## src/rtl/load_store_unit_if.sv

```systemverilog
// Core-side request/response and memory-side bus bundle
// for the load/store unit.
interface load_store_unit_if;
    logic        req_valid;
    logic        req_we;
    logic [2:0]  req_funct3;
    logic [31:0] req_addr;
    logic [31:0] req_wdata;
    logic        stall;
    logic        rsp_valid;
    logic [31:0] rsp_rdata;
    logic [1:0]  rsp_err;
    logic        mem_req;
    logic        mem_we;
    logic [3:0]  mem_be;
    logic [31:0] mem_addr;
    logic [31:0] mem_wdata;
    logic        mem_ready;
    logic [31:0] mem_rdata;

    modport master (
        output req_valid, req_we, req_funct3, req_addr, req_wdata,
        output mem_ready, mem_rdata,
        input  stall, rsp_valid, rsp_rdata, rsp_err,
        input  mem_req, mem_we, mem_be, mem_addr, mem_wdata
    );

    modport slave (
        input  req_valid, req_we, req_funct3, req_addr, req_wdata,
        input  mem_ready, mem_rdata,
        output stall, rsp_valid, rsp_rdata, rsp_err,
        output mem_req, mem_we, mem_be, mem_addr, mem_wdata
    );
endinterface

```

## src/rtl/load_store_unit.sv

```systemverilog
// RV32I load/store unit: alignment/legality check, lane steering,
// single outstanding memory access with timeout.
module load_store_unit #(
    parameter int TIMEOUT = 16
) (
    input logic              clk,
    input logic              reset,
    load_store_unit_if.slave bus
);
    localparam logic [1:0] IDLE = 2'd0;
    localparam logic [1:0] BUSY = 2'd1;
    localparam logic [1:0] RESP = 2'd2;
    localparam logic [1:0] ERR  = 2'd3;
    localparam logic [7:0] LAST = 8'(TIMEOUT - 1);

    logic [1:0]  state;
    logic [7:0]  cnt;
    logic        we_q;
    logic [2:0]  f3_q;
    logic [1:0]  off_q;
    logic [3:0]  be_q;
    logic [31:0] addr_q;
    logic [31:0] wdata_q;
    logic [31:0] rdata_q;
    logic [1:0]  err_q;

    logic        legal;
    logic        aligned;
    logic [3:0]  be_d;
    logic [31:0] wdata_d;
    logic [31:0] lane;
    logic [31:0] load_d;

    always_comb begin
        legal = 1'b0;
        case (bus.req_funct3)
            3'b000, 3'b001, 3'b010: legal = 1'b1;
            3'b100, 3'b101:         legal = !bus.req_we;
            default:                legal = 1'b0;
        endcase
    end

    always_comb begin
        aligned = 1'b1;
        be_d    = 4'b1111;
        wdata_d = bus.req_wdata;
        case (bus.req_funct3[1:0])
            2'b00: begin
                be_d    = 4'b0001 << bus.req_addr[1:0];
                wdata_d = {4{bus.req_wdata[7:0]}};
            end
            2'b01: begin
                aligned = !bus.req_addr[0];
                be_d    = 4'b0011 << bus.req_addr[1:0];
                wdata_d = {2{bus.req_wdata[15:0]}};
            end
            default: begin
                aligned = (bus.req_addr[1:0] == 2'b00);
                be_d    = 4'b1111;
                wdata_d = bus.req_wdata;
            end
        endcase
    end

    // Shift the addressed lane down to bit 0, then extend.
    always_comb begin
        lane   = bus.mem_rdata >> {off_q, 3'b000};
        load_d = bus.mem_rdata;
        case (f3_q)
            3'b000:  load_d = {{24{lane[7]}}, lane[7:0]};
            3'b001:  load_d = {{16{lane[15]}}, lane[15:0]};
            3'b100:  load_d = {24'd0, lane[7:0]};
            3'b101:  load_d = {16'd0, lane[15:0]};
            default: load_d = bus.mem_rdata;
        endcase
    end

    always_ff @(posedge clk or negedge reset) begin
        if (!reset) begin
            state   <= IDLE;
            cnt     <= 8'd0;
            we_q    <= 1'b0;
            f3_q    <= 3'd0;
            off_q   <= 2'd0;
            be_q    <= 4'd0;
            addr_q  <= 32'd0;
            wdata_q <= 32'd0;
            rdata_q <= 32'd0;
            err_q   <= 2'd0;
        end else begin
            case (state)
                IDLE: begin
                    if (bus.req_valid) begin
                        if (!legal) begin
                            err_q <= 2'b11;
                            state <= ERR;
                        end else if (!aligned) begin
                            err_q <= 2'b01;
                            state <= ERR;
                        end else begin
                            we_q    <= bus.req_we;
                            f3_q    <= bus.req_funct3;
                            off_q   <= bus.req_addr[1:0];
                            be_q    <= be_d;
                            addr_q  <= {bus.req_addr[31:2], 2'b00};
                            wdata_q <= wdata_d;
                            err_q   <= 2'b00;
                            cnt     <= 8'd0;
                            state   <= BUSY;
                        end
                    end
                end
                BUSY: begin
                    // A ready on the final allowed cycle still completes.
                    if (bus.mem_ready) begin
                        rdata_q <= we_q ? 32'd0 : load_d;
                        state   <= RESP;
                    end else if (cnt == LAST) begin
                        err_q <= 2'b10;
                        state <= ERR;
                    end else begin
                        cnt <= cnt + 8'd1;
                    end
                end
                default: state <= IDLE;
            endcase
        end
    end

    assign bus.stall = reset &&
        ((state == BUSY) || (state == IDLE && bus.req_valid));
    assign bus.rsp_valid = (state == RESP) || (state == ERR);
    assign bus.rsp_rdata = (state == RESP) ? rdata_q : 32'd0;
    assign bus.rsp_err   = (state == ERR) ? err_q : 2'b00;
    assign bus.mem_req   = (state == BUSY);
    assign bus.mem_we    = (state == BUSY) && we_q;
    assign bus.mem_be    = (state == BUSY) ? be_q : 4'b0000;
    assign bus.mem_addr  = addr_q;
    assign bus.mem_wdata = wdata_q;
endmodule

```

## src/flat_wrapper.sv

```systemverilog
// flat-port wrapper written by rule: the top's interface ports become plain ports
module load_store_unit_flat 
#(
    parameter int TIMEOUT = 16
)
  (clk, reset, bus_req_valid, bus_req_we, bus_req_funct3, bus_req_addr, bus_req_wdata, bus_mem_ready, bus_mem_rdata, bus_stall, bus_rsp_valid, bus_rsp_rdata, bus_rsp_err, bus_mem_req, bus_mem_we, bus_mem_be, bus_mem_addr, bus_mem_wdata);
  load_store_unit_if bus_i ();
  input logic clk;
  input logic reset;
  input wire logic [$bits(bus_i.req_valid)-1:0] bus_req_valid;
  input wire logic [$bits(bus_i.req_we)-1:0] bus_req_we;
  input wire logic [$bits(bus_i.req_funct3)-1:0] bus_req_funct3;
  input wire logic [$bits(bus_i.req_addr)-1:0] bus_req_addr;
  input wire logic [$bits(bus_i.req_wdata)-1:0] bus_req_wdata;
  input wire logic [$bits(bus_i.mem_ready)-1:0] bus_mem_ready;
  input wire logic [$bits(bus_i.mem_rdata)-1:0] bus_mem_rdata;
  output wire logic [$bits(bus_i.stall)-1:0] bus_stall;
  output wire logic [$bits(bus_i.rsp_valid)-1:0] bus_rsp_valid;
  output wire logic [$bits(bus_i.rsp_rdata)-1:0] bus_rsp_rdata;
  output wire logic [$bits(bus_i.rsp_err)-1:0] bus_rsp_err;
  output wire logic [$bits(bus_i.mem_req)-1:0] bus_mem_req;
  output wire logic [$bits(bus_i.mem_we)-1:0] bus_mem_we;
  output wire logic [$bits(bus_i.mem_be)-1:0] bus_mem_be;
  output wire logic [$bits(bus_i.mem_addr)-1:0] bus_mem_addr;
  output wire logic [$bits(bus_i.mem_wdata)-1:0] bus_mem_wdata;
  assign bus_i.req_valid = bus_req_valid;
  assign bus_i.req_we = bus_req_we;
  assign bus_i.req_funct3 = bus_req_funct3;
  assign bus_i.req_addr = bus_req_addr;
  assign bus_i.req_wdata = bus_req_wdata;
  assign bus_i.mem_ready = bus_mem_ready;
  assign bus_i.mem_rdata = bus_mem_rdata;
  assign bus_stall = bus_i.stall;
  assign bus_rsp_valid = bus_i.rsp_valid;
  assign bus_rsp_rdata = bus_i.rsp_rdata;
  assign bus_rsp_err = bus_i.rsp_err;
  assign bus_mem_req = bus_i.mem_req;
  assign bus_mem_we = bus_i.mem_we;
  assign bus_mem_be = bus_i.mem_be;
  assign bus_mem_addr = bus_i.mem_addr;
  assign bus_mem_wdata = bus_i.mem_wdata;
  load_store_unit #(.TIMEOUT(TIMEOUT)) u_core (.clk(clk), .reset(reset), .bus(bus_i));
endmodule
```

## config.mk

```make
export PLATFORM = sky130hd
export DESIGN_NAME = load_store_unit_flat
export DESIGN_NICKNAME = d
export VERILOG_FILES = /design/src/rtl/load_store_unit_if.sv /design/src/rtl/load_store_unit.sv /design/src/flat_wrapper.sv
export SDC_FILE = /design/constraint.sdc
export NUM_CORES = 1
export LEC_CHECK = 0
export ABC_AREA = 1
export CAP_MARGIN = 20
export CORE_MARGIN = 5
export CORE_UTILIZATION = 50
export DETAILED_ROUTE_END_ITERATION = 8
export PLACE_DENSITY_LB_ADDON = 0.1
export REMOVE_ABC_BUFFERS = 1
export SKIP_LAST_GASP = 1
export SLEW_MARGIN = 20
export SYNTH_ARGS = -nofsm -noshare
export SYNTH_HDL_FRONTEND = slang
export SYNTH_SLANG_ARGS = --single-unit
```

## constraint.sdc

```tcl
create_clock -name clk -period 3.8 [get_ports clk]
set_clock_uncertainty 0.2 [all_clocks]
set_input_delay 0.57 -clock clk [delete_from_list [all_inputs] [get_ports clk]]
set_output_delay 0.57 -clock clk [all_outputs]
set_load 0.05 [all_outputs]
```

* After elaboration in Yosys (flattened, before gate mapping)
Index checks and enable logic that the tools add are counted.
** Word-level totals
- Bits in registers :: 116
- Latch bits :: 0
- RAM bits :: 0
- Memory bits (read-only) :: 0
- Input port bits :: 104
- Output and inout port bits :: 106
- Word-level logic and storage cells :: 80
- Memories kept :: 0
** Cells by class
- Add/subtract/negate cells :: 1
- Multiply operators :: 0
- Divide/modulo/power cells :: 0
- Magnitude comparators :: 0
- Equality and inequality tests :: 19
- Shifts and indexed selects :: 3
- Mux-type cells :: 27
- Bitwise operators :: 0
- Reduce and logical (&&, ||, !) cells :: 20
** Operator list (count)
- case mux 32 bit (4 select lines) :: 1
- two-way mux 32 bit :: 2
- case mux 32 bit (2 select lines) :: 1
- two-way mux 8 bit :: 5
- right shift 32 x 5 -> 16 bit :: 1
- two-way mux 2 bit :: 10
- case mux 8 bit (2 select lines) :: 1
- == test 3 bit (second input constant) :: 4
- adder 8 x 1 -> 8 bit (second input constant) :: 1
- == test 8 x 4 -> 1 bit (second input constant) :: 1
- case mux 2 bit (2 select lines) :: 2
- case mux 4 bit (2 select lines) :: 1
- AND reduction 4 bit :: 2
- == test 3 x 1 -> 1 bit (second input constant) :: 2
- zero test 2 bit :: 3
- zero test 3 bit :: 2
- != test 2 x 1 -> 1 bit (second input constant) :: 3
- != test 2 bit (second input constant) :: 3
- AND reduction 6 bit :: 1
- == test 2 x 1 -> 1 bit (second input constant) :: 2
- == test 2 bit (second input constant) :: 2
- two-way mux 4 bit :: 1
- case mux 1 bit (2 select lines) :: 2
- AND reduction 2 bit :: 2
- 11 further kinds :: 15

* Depth between registers and ports, before layout
Gate-level depths: netlist of run 1.
- Depth after elaboration :: 6
- Mapped depth :: 11
- Gate-level depth less buffers :: 9

* Least setup slack after synthesis of run 1
No wires, ideal clock.
- Kind :: reg-to-output
- Start point :: register u_core.state[1]
- End point :: output bus_stall
- Arrival :: 2278 ps
- Required time :: 3030 ps
- Path slack :: 752 ps
- Stages on the path, launching flop included :: 5
- Buffers on the path :: 1
- Cells stage by stage :: dfrtp_1 nor2_4 inv_4 buf_2 a21boi_0
** On the way
- Elaborated cells on any way between the ends :: 5
- Those cells by class :: eq/ne: 1; reduce/logical: 4
** RTL lines
- start, declared :: line load_store_unit.sv:16 : logic [1:0] state;
- start signal, assigned :: line load_store_unit.sv:80 : state <= IDLE;
- start signal, assigned :: line load_store_unit.sv:96 : state <= ERR;
- start signal, assigned :: line load_store_unit.sv:99 : state <= ERR;
- == test 2 x 1 -> 1 bit
- via bus_mem_req :: line flat_wrapper.sv:21 : output wire logic [$bits(bus_i.mem_req)-1:0] bus_mem_req;
- logical OR 1 bit :: line load_store_unit.sv:131 : ((state == BUSY) || (state == IDLE && bus.req_valid));
- logical AND 1 bit :: line load_store_unit.sv:130 : assign bus.stall = reset &&
- end, declared :: line flat_wrapper.sv:17 : output wire logic [$bits(bus_i.stall)-1:0] bus_stall;
The timed path passes the listed nets, and every way through them passes these cells.

* Worst setup path in the final report of run 1
- Start point :: input reset
- End point :: output bus_stall
** On the way
- Longest elaborated chain between the ends :: 1
** RTL lines
- start, declared :: line flat_wrapper.sv:9 : input logic reset;
- logical AND 1 bit :: line load_store_unit.sv:130
No other way between the ends.

==> results.sh, run 1 <==
export IMPL_clock_sinks=116
export IMPL_ys_seq_area_frac=0.4544
export IMPL_critPathKind="primary input to primary output"
export IMPL_ant_nets=0
export IMPL_worstMarginPinSlew_ps=980.2
export IMPL_wl_per_cell_um=14.52
export IMPL_number_of_global_route_vias_before_repair=6201
export IMPL_starting_density_of_the_core=0.5083
export IMPL_tritoncts="done"
export IMPL_number_of_endpoints_failing_setup_at_the_final_stage=0
export IMPL_yosysWarnings=0
export IMPL_postSynthCellCount=863
export IMPL_cts_buffer_depth=2
export IMPL_setup_repair_after_global_routing_missed_its_margin="no"
export IMPL_vdd_drop_max_uv=537.1
export IMPL_max_clock_freq_mhz=309.7
export IMPL_fin_hold_viols=0
export IMPL_overall_die_area_um2=15140
export IMPL_nFillCells=1046
export IMPL_hold_path_class="flip-flop to flip-flop"
export IMPL_wire_length_of_the_first_global_routing_pass_um=29790
export IMPL_clk_pin_slew_worst_paths_ps=50
export IMPL_asyncSetResetFlopFracSynth=1.000
export IMPL_area_sequential_um2=2903
export IMPL_endpoint_kind="primary output"
export IMPL_numCtsBuffers=17
export IMPL_synthDistinctLibCells=36
export IMPL_largest_net_degree_at_the_start_of_global_routing=73
export IMPL_core_region_area_um2=12570
export IMPL_yosys_area_top_type_share=0.4544
export IMPL_die_y_um=123.0
export IMPL_detail_route_first_pass_iterations=5
export IMPL_layout_cells_non_filler=1241
export IMPL_worst_path_max_fanout=9
export IMPL_synth_top_cells_by_area="sky130_fd_sc_hd__dfrtp_1, sky130_fd_sc_hd__nand2_1, sky130_fd_sc_hd__nand3_1"
export IMPL_grt_overflow_total=0
export IMPL_synth_avg_cell_area_um2=7.403
export IMPL_antennaDiodeCount=0
export IMPL_postRouteWirelength_um=18020
export IMPL_area_occupied_by_multi_input_gates_um2=2846
export IMPL_routability_congestion=0.8484
export IMPL_dp_hpwl_um=12570
export IMPL_root_buffer_cell="sky130_fd_sc_hd__clkbuf_16"
export IMPL_post_route_cells_drive_above_1_share=0.09635
export IMPL_drcViolationCount=0
export IMPL_die_span_in_x_um=123.0
export IMPL_cp_required_ps=3030
export IMPL_placed_cells=1208
export IMPL_pwr_density_cell_nw_per_um2=873.0
export IMPL_grt_antenna_before_repair=0
export IMPL_timing_max_cap_violations=0
export IMPL_layout_nets=1161
export IMPL_relSlewSlack=0.3458
export IMPL_post_drt_via_cell_ratio=4.983
export IMPL_quantity_of_i_o_buffers_inserted_on_ports=207
export IMPL_leakagePower_nw=4.444
export IMPL_dr_iter_0_viols=591
export IMPL_grt_total_usage=0.2485
export IMPL_final_cycle_utilization_of_the_critical_path=0.8498
export IMPL_ys_ff_latch=116
export IMPL_layout_overhead_on_the_synthesized_area_pct=41.38
export IMPL_postCtsResizedCells=0
export IMPL_setup_tns_ps=0
export IMPL_worstSetupStartpointType="primary input"
export IMPL_placementRows=41
export IMPL_crit_arrival_ps=2460
export IMPL_clock_latency_ps=410
export IMPL_post_synth_edffs=0
export IMPL_routed_via_count=6184
export IMPL_area_leader_netlist="sky130_fd_sc_hd__dfrtp_1"
export IMPL_syn_cell_area_um2=6389
export IMPL_run_status="finished, final reports clean"
export IMPL_post_route_min_period_ps=3229
export IMPL_ys_flop_type="sky130_fd_sc_hd__dfrtp_1"
export IMPL_io_pins=210
export IMPL_cts_max_level=4
export IMPL_final_max_slew_violation_count=0
## cells in the mapped netlist, types with 3 or more instances
library cell,n
sky130_fd_sc_hd__a21oi_1,32
sky130_fd_sc_hd__o21ai_0,19
sky130_fd_sc_hd__inv_1,84
sky130_fd_sc_hd__nand2_4,3
sky130_fd_sc_hd__o21ai_1,6
sky130_fd_sc_hd__nor2_1,89
sky130_fd_sc_hd__buf_2,9
sky130_fd_sc_hd__clkbuf_1,16
sky130_fd_sc_hd__nand3_1,68
sky130_fd_sc_hd__buf_4,5
sky130_fd_sc_hd__inv_2,5
sky130_fd_sc_hd__buf_6,14
sky130_fd_sc_hd__nor2_4,4
sky130_fd_sc_hd__o21ai_2,28
sky130_fd_sc_hd__nand2_1,324
sky130_fd_sc_hd__o22ai_1,5
sky130_fd_sc_hd__dfrtp_1,116
sky130_fd_sc_hd__a21oi_2,14
## sequential cells by signal, summed over array words and instances, names as in the netlist
| name | cells |
|---|---|
| u_core.cnt | 8 |
| u_core.err_q | 2 |
| u_core.we_q | 1 |
| u_core.state | 2 |
| u_core.bus.mem_addr | 30 |
| u_core.rdata_q | 32 |
| u_core.bus.mem_wdata | 32 |
| u_core.be_q | 4 |
| u_core.off_q | 2 |
| u_core.f3_q | 3 |
## area by class of cell
class                   instances  area share
clock buffers                  23     0.05292
clock inverters                 9    0.008727
inverters                      91     0.03809
multi-input cells             612      0.3151
flip-flops and latches        116      0.3214
well taps                     172     0.02383
repair buffers                218      0.2399
## where the power goes
group	internal [mW]	leakage, nW	switching [mW]	total, mW
Sequential	1.77	1.48	0.361	2.13
Combinational	1.35	2.70	2.89	4.25
Clock	0.945	0.273	0.561	1.51
## timing repair
item	4_1_cts	5_1_grt
hold endpoints to repair	6	0
setup buffers	0	0
hold buffers	1	0
## path summary, 6_finish.rpt
check	from	to	slack, ps	cells after the start
max in group asynchronous	reset	u_core.bus.mem_addr[10]$_DFFE_PN0P_	1980	3
max reg2reg	u_core.off_q[0]$_DFFE_PN0P_	u_core.rdata_q[0]$_DFFE_PN0P_	1550	7
min reg2reg	u_core.bus.mem_addr[4]$_DFFE_PN0P_	u_core.bus.mem_addr[4]$_DFFE_PN0P_	270	2
min in group asynchronous	reset	u_core.rdata_q[19]$_DFFE_PN0P_	340	2
max	reset	bus_stall	570	4
min	u_core.bus.mem_addr[4]$_DFFE_PN0P_	u_core.bus.mem_addr[4]$_DFFE_PN0P_	270	2
## stage by stage
stage | area [µm²] | hold slack, ps | power [mW] | util | setup WS [ps]
2_1_floorplan | 6088 | 74.41 | 4.926 | - | 618.1
3_3_place_gp | 8466 | 204.9 | 6.349 | 0.6736 | 603.6
3_5_place_dp | 8466 | 202.5 | 6.398 | 0.6736 | 599.2
4_1_cts | 9032 | 270.9 | 7.943 | 0.7187 | 530.6
5_1_grt | 9032 | 287.2 | 8.383 | 0.7187 | 459.5
6_report | 9032 | 266.7 | 7.886 | 0.7187 | 570.9
## placed cells by master (no fill, tap or decap), types with 2 or more instances in the layout
cell and instances:
sky130_fd_sc_hd__o211ai_1 2, sky130_fd_sc_hd__clkbuf_1 3, sky130_fd_sc_hd__nor2_4 4, sky130_fd_sc_hd__nor3b_1 2, sky130_fd_sc_hd__inv_2 5, sky130_fd_sc_hd__o21ai_0 19, sky130_fd_sc_hd__clkbuf_8 3, sky130_fd_sc_hd__nand2_1 324
sky130_fd_sc_hd__dfrtp_1 116, sky130_fd_sc_hd__nand3_1 68, sky130_fd_sc_hd__inv_1 84, sky130_fd_sc_hd__clkbuf_16 17, sky130_fd_sc_hd__o21ai_1 6, sky130_fd_sc_hd__clkinvlp_4 2, sky130_fd_sc_hd__o22ai_1 5, sky130_fd_sc_hd__a21oi_1 32
sky130_fd_sc_hd__clkinv_2 5, sky130_fd_sc_hd__conb_1 2, sky130_fd_sc_hd__a21oi_2 14, sky130_fd_sc_hd__clkdlybuf4s50_1 206, sky130_fd_sc_hd__nand2_4 4, sky130_fd_sc_hd__o21ai_2 28, sky130_fd_sc_hd__buf_4 10, sky130_fd_sc_hd__nand3_2 2
sky130_fd_sc_hd__nor2_1 89
## critical path, stage by stage
cell and delay (ps):
sky130_fd_sc_hd__dlygate4sd3_1 540, sky130_fd_sc_hd__buf_4 190, sky130_fd_sc_hd__a21boi_0 280, sky130_fd_sc_hd__clkdlybuf4s50_1 880
## routing by layer
metal / vias up / global-route usage / wire length [µm] / share of wire
li1: 3064 / - / - / -
met1: 2859 / 0.3038 / 7292 / 0.40
met2: 235 / 0.4011 / 8604 / 0.48
met3: 26 / 0.09835 / 1793 / 0.099
met4: 0 / 0.08651 / 331 / 0.018
met5: - / 0 / 0 / 0
## cell families after synthesis
logic type                 synth area share
and+or+nand+nor                      0.3233
xor gates and xnor gates           0.001371
buffers and inverters                0.1014
AOI/OAI and AO/OA                    0.1169
DFF                                  0.4544
adders and majority gates          0.001958
other                             0.0005870
Note: power is estimated with default switching activity, not from simulation.
==> inputs of run 2 (changes only) <==
--- a/config.mk
+++ b/config.mk
@@ -8,7 +8,7 @@
 export ABC_AREA = 1
 export CAP_MARGIN = 20
 export CORE_MARGIN = 5
-export CORE_UTILIZATION = 50
+export CORE_UTILIZATION = 47
 export DETAILED_ROUTE_END_ITERATION = 8
 export PLACE_DENSITY_LB_ADDON = 0.1
 export REMOVE_ABC_BUFFERS = 1
==> constraint.sdc (replaced) <==
create_clock -name clk -period 3 [get_ports clk]
set_clock_uncertainty 0.2 [all_clocks]
set_input_delay 0.45 -clock clk [delete_from_list [all_inputs] [get_ports clk]]
set_output_delay 0.45 -clock clk [all_outputs]
set_load 0.05 [all_outputs]
==> run 2 against run 1 <==
Combinational power increased by 34%. Non-clock buffer count rose by 6. Critical path depth is the same. Die area grew 5.9%. Cell count rose by 0.73%. Power grew 32%. Via count shrank 0.42%. First-iteration DRC count fell by 8.8%. Setup slack got worse by 470 ps. Register-to-register slack worse by 730 ps. Global-route usage fell by 1.6 points. Utilization down 0.60 points.
==> results.sh, run 2 (synthesized netlist as in run 1, its figures left out) <==
export IMPL_leakagePower_nw=4.726
export IMPL_grt_total_usage=0.2329
export IMPL_detail_route_first_pass_iterations=5
export IMPL_layout_nets=1167
export IMPL_timing_max_cap_violations=0
export IMPL_antennaDiodeCount=0
export IMPL_cts_max_level=4
export IMPL_endpoint_kind="primary output"
export IMPL_hold_path_class="flip-flop to flip-flop"
export IMPL_post_cts_setup_buffers=0
export IMPL_max_clock_freq_mhz=345.4
export IMPL_clock_latency_ps=410
export IMPL_final_core_utilization=0.7127
export IMPL_post_route_min_period_ps=2895
export IMPL_critical_path_cell_chain="nor2_4 > inv_4 > nor2_1 > clkdlybuf4s50_1"
export IMPL_routability_congestion=0.8499
export IMPL_relSlewSlack=0.3373
export IMPL_numCtsBuffers=17
export IMPL_worst_path_max_fanout=16
export IMPL_dp_hpwl_um=13210
export IMPL_regToRegStartpoint="u_core.state[1]$_DFFE_PN0P_"
export IMPL_critical_path_max_stage_delay_ps=840
export IMPL_nFillCells=1075
export IMPL_cell_type_of_the_slowest_stage_on_the_worst_timing_path="sky130_fd_sc_hd__clkdlybuf4s50_1"
export IMPL_postRouteWirelength_um=18490
export IMPL_number_of_global_route_vias_before_repair=6071
export IMPL_die_y_um=126.6
export IMPL_vdd_drop_max_uv=722.5
export IMPL_overall_die_area_um2=16030
export IMPL_most_common_layout_cells="sky130_fd_sc_hd__nand2_1, sky130_fd_sc_hd__clkdlybuf4s50_1, sky130_fd_sc_hd__dfrtp_1, sky130_fd_sc_hd__nor2_1, sky130_fd_sc_hd__inv_1"
export IMPL_core_region_area_um2=13300
export IMPL_placed_cells=1218
export IMPL_hold_path_startpoint="u_core.bus.mem_addr[31]$_DFFE_PN0P_"
export IMPL_fin_hold_viols=0
export IMPL_grt_antenna_before_repair=0
export IMPL_quantity_of_i_o_buffers_inserted_on_ports=207
export IMPL_worstPathBufferInverterCount=2
export IMPL_pwr_density_cell_nw_per_um2=1098
export IMPL_layout_commonest_cell="sky130_fd_sc_hd__nand2_1"
export IMPL_worstSetupStartpointType="flip-flop"
export IMPL_drcViolationCount=0
export IMPL_tritoncts="done"
export IMPL_worst_path_dominant_cell_family="buffers and inverters"
export IMPL_wl_per_cell_um=14.79
export IMPL_critical_path_startpoint="u_core.state[1]$_DFFE_PN0P_"
export IMPL_placementRows=42
export IMPL_wire_length_of_the_first_global_routing_pass_um=29950
export IMPL_layout_cells_non_filler=1250
export IMPL_worstMarginPinSlew_ps=993.0
export IMPL_post_route_cells_drive_above_1_share=0.1331
export IMPL_grt_overflow_total=0
export IMPL_final_cycle_utilization_of_the_critical_path=0.9651
export IMPL_ant_nets=0
export IMPL_clock_sinks=116
export IMPL_finish_instance_area_um2=9475
export IMPL_root_buffer_cell="sky130_fd_sc_hd__clkbuf_16"
export IMPL_crit_arrival_ps=2250
export IMPL_largest_net_degree_at_the_start_of_global_routing=75
export IMPL_final_max_slew_violation_count=0
export IMPL_routed_via_count=6158
export IMPL_io_pins=210
export IMPL_die_span_in_x_um=126.6
export IMPL_post_drt_via_cell_ratio=4.926
export IMPL_critPathKind="flip-flop to primary output"
export IMPL_dr_iter_0_viols=539
export IMPL_clk_pin_slew_worst_paths_ps=60
export IMPL_cts_buffer_depth=2
export IMPL_cp_required_ps=2350
export IMPL_run_status="finished, final reports clean"
export IMPL_number_of_endpoints_failing_setup_at_the_final_stage=0
export IMPL_placed_cell_area_um2=8859
export IMPL_starting_density_of_the_core=0.4805
export IMPL_setup_repair_after_global_routing_missed_its_margin="no"
export IMPL_layout_overhead_on_the_synthesized_area_pct=48.32
run 2: what timing repair did:
action | in CTS | in global routing
hold endpoints to repair | 42 | 0
hold buffers | 1 | 0
gates resized for setup | 0 | 4
endpoints found under the setup margin | 0 | 4
run 2: where the power goes:
part | leakage [nW] | switching [mW] | internal (mW)
clock network | 0.291 | 0.716 | 1.32
logic | 2.96 | 3.76 | 1.93
registers | 1.48 | 0.430 | 2.25
run 2: metrics by stage:
step | TNS, ps | hold WS, ps | setup slack (ps) | power [mW]
after global placement | 0 | 253.3 | 495.8 | 8.339
after CTS | 0 | 271.6 | 32.29 | 10.48
final | 0 | 269.0 | 104.8 | 10.40
after floorplan | -149.4 | -45.59 | -61.92 | 6.239
after detailed placement | 0 | 257.6 | 475.7 | 8.397
after global routing | 0 | 287.0 | 14.96 | 11.00
run 2: final timing paths:
check                                                 endpoint  slack (ps)  depth (start not counted)
min reg2reg                u_core.bus.mem_addr[31]$_DFFE_PN0P_         270                          2
min                        u_core.bus.mem_addr[31]$_DFFE_PN0P_         270                          2
min in group asynchronous  u_core.bus.mem_addr[19]$_DFFE_PN0P_         530                          3
max                                                 bus_mem_we         100                          4
max reg2reg                     u_core.rdata_q[29]$_DFFE_PN0P_         820                          6
max in group asynchronous  u_core.bus.mem_wdata[4]$_DFFE_PN0P_        1320                          3
run 2: worst register-to-register path: stages, from the launching register on:
cell                      delay (ps)
sky130_fd_sc_hd__dfrtp_1         540
sky130_fd_sc_hd__nor2_4          110
sky130_fd_sc_hd__inv_4           210
sky130_fd_sc_hd__nor2_8           60
sky130_fd_sc_hd__inv_1           710
sky130_fd_sc_hd__nand2_1         150
sky130_fd_sc_hd__nand2_1         110
run 2: area by class of cell:
class,instances,area [µm²],share of cell area
inverter,91,344.1,0.03631
multi-input combinational,612,2846,0.3004
clock inverter,8,98.84,0.01043
clock buffer,23,498.0,0.05256
tap,176,220.2,0.02324
sequential,116,2903,0.3064
timing repair buffer,224,2565,0.2707
run 2: layer usage:
metal / routed length (µm) / part of all wire / global-route usage / up-vias
li1: - / - / - / 3067
met1: 7407 / 0.40 / 0.2752 / 2845
met2: 9071 / 0.49 / 0.3901 / 217
met3: 1668 / 0.090 / 0.09037 / 29
met4: 346 / 0.019 / 0.07697 / 0
met5: 0 / 0 / 0 / -
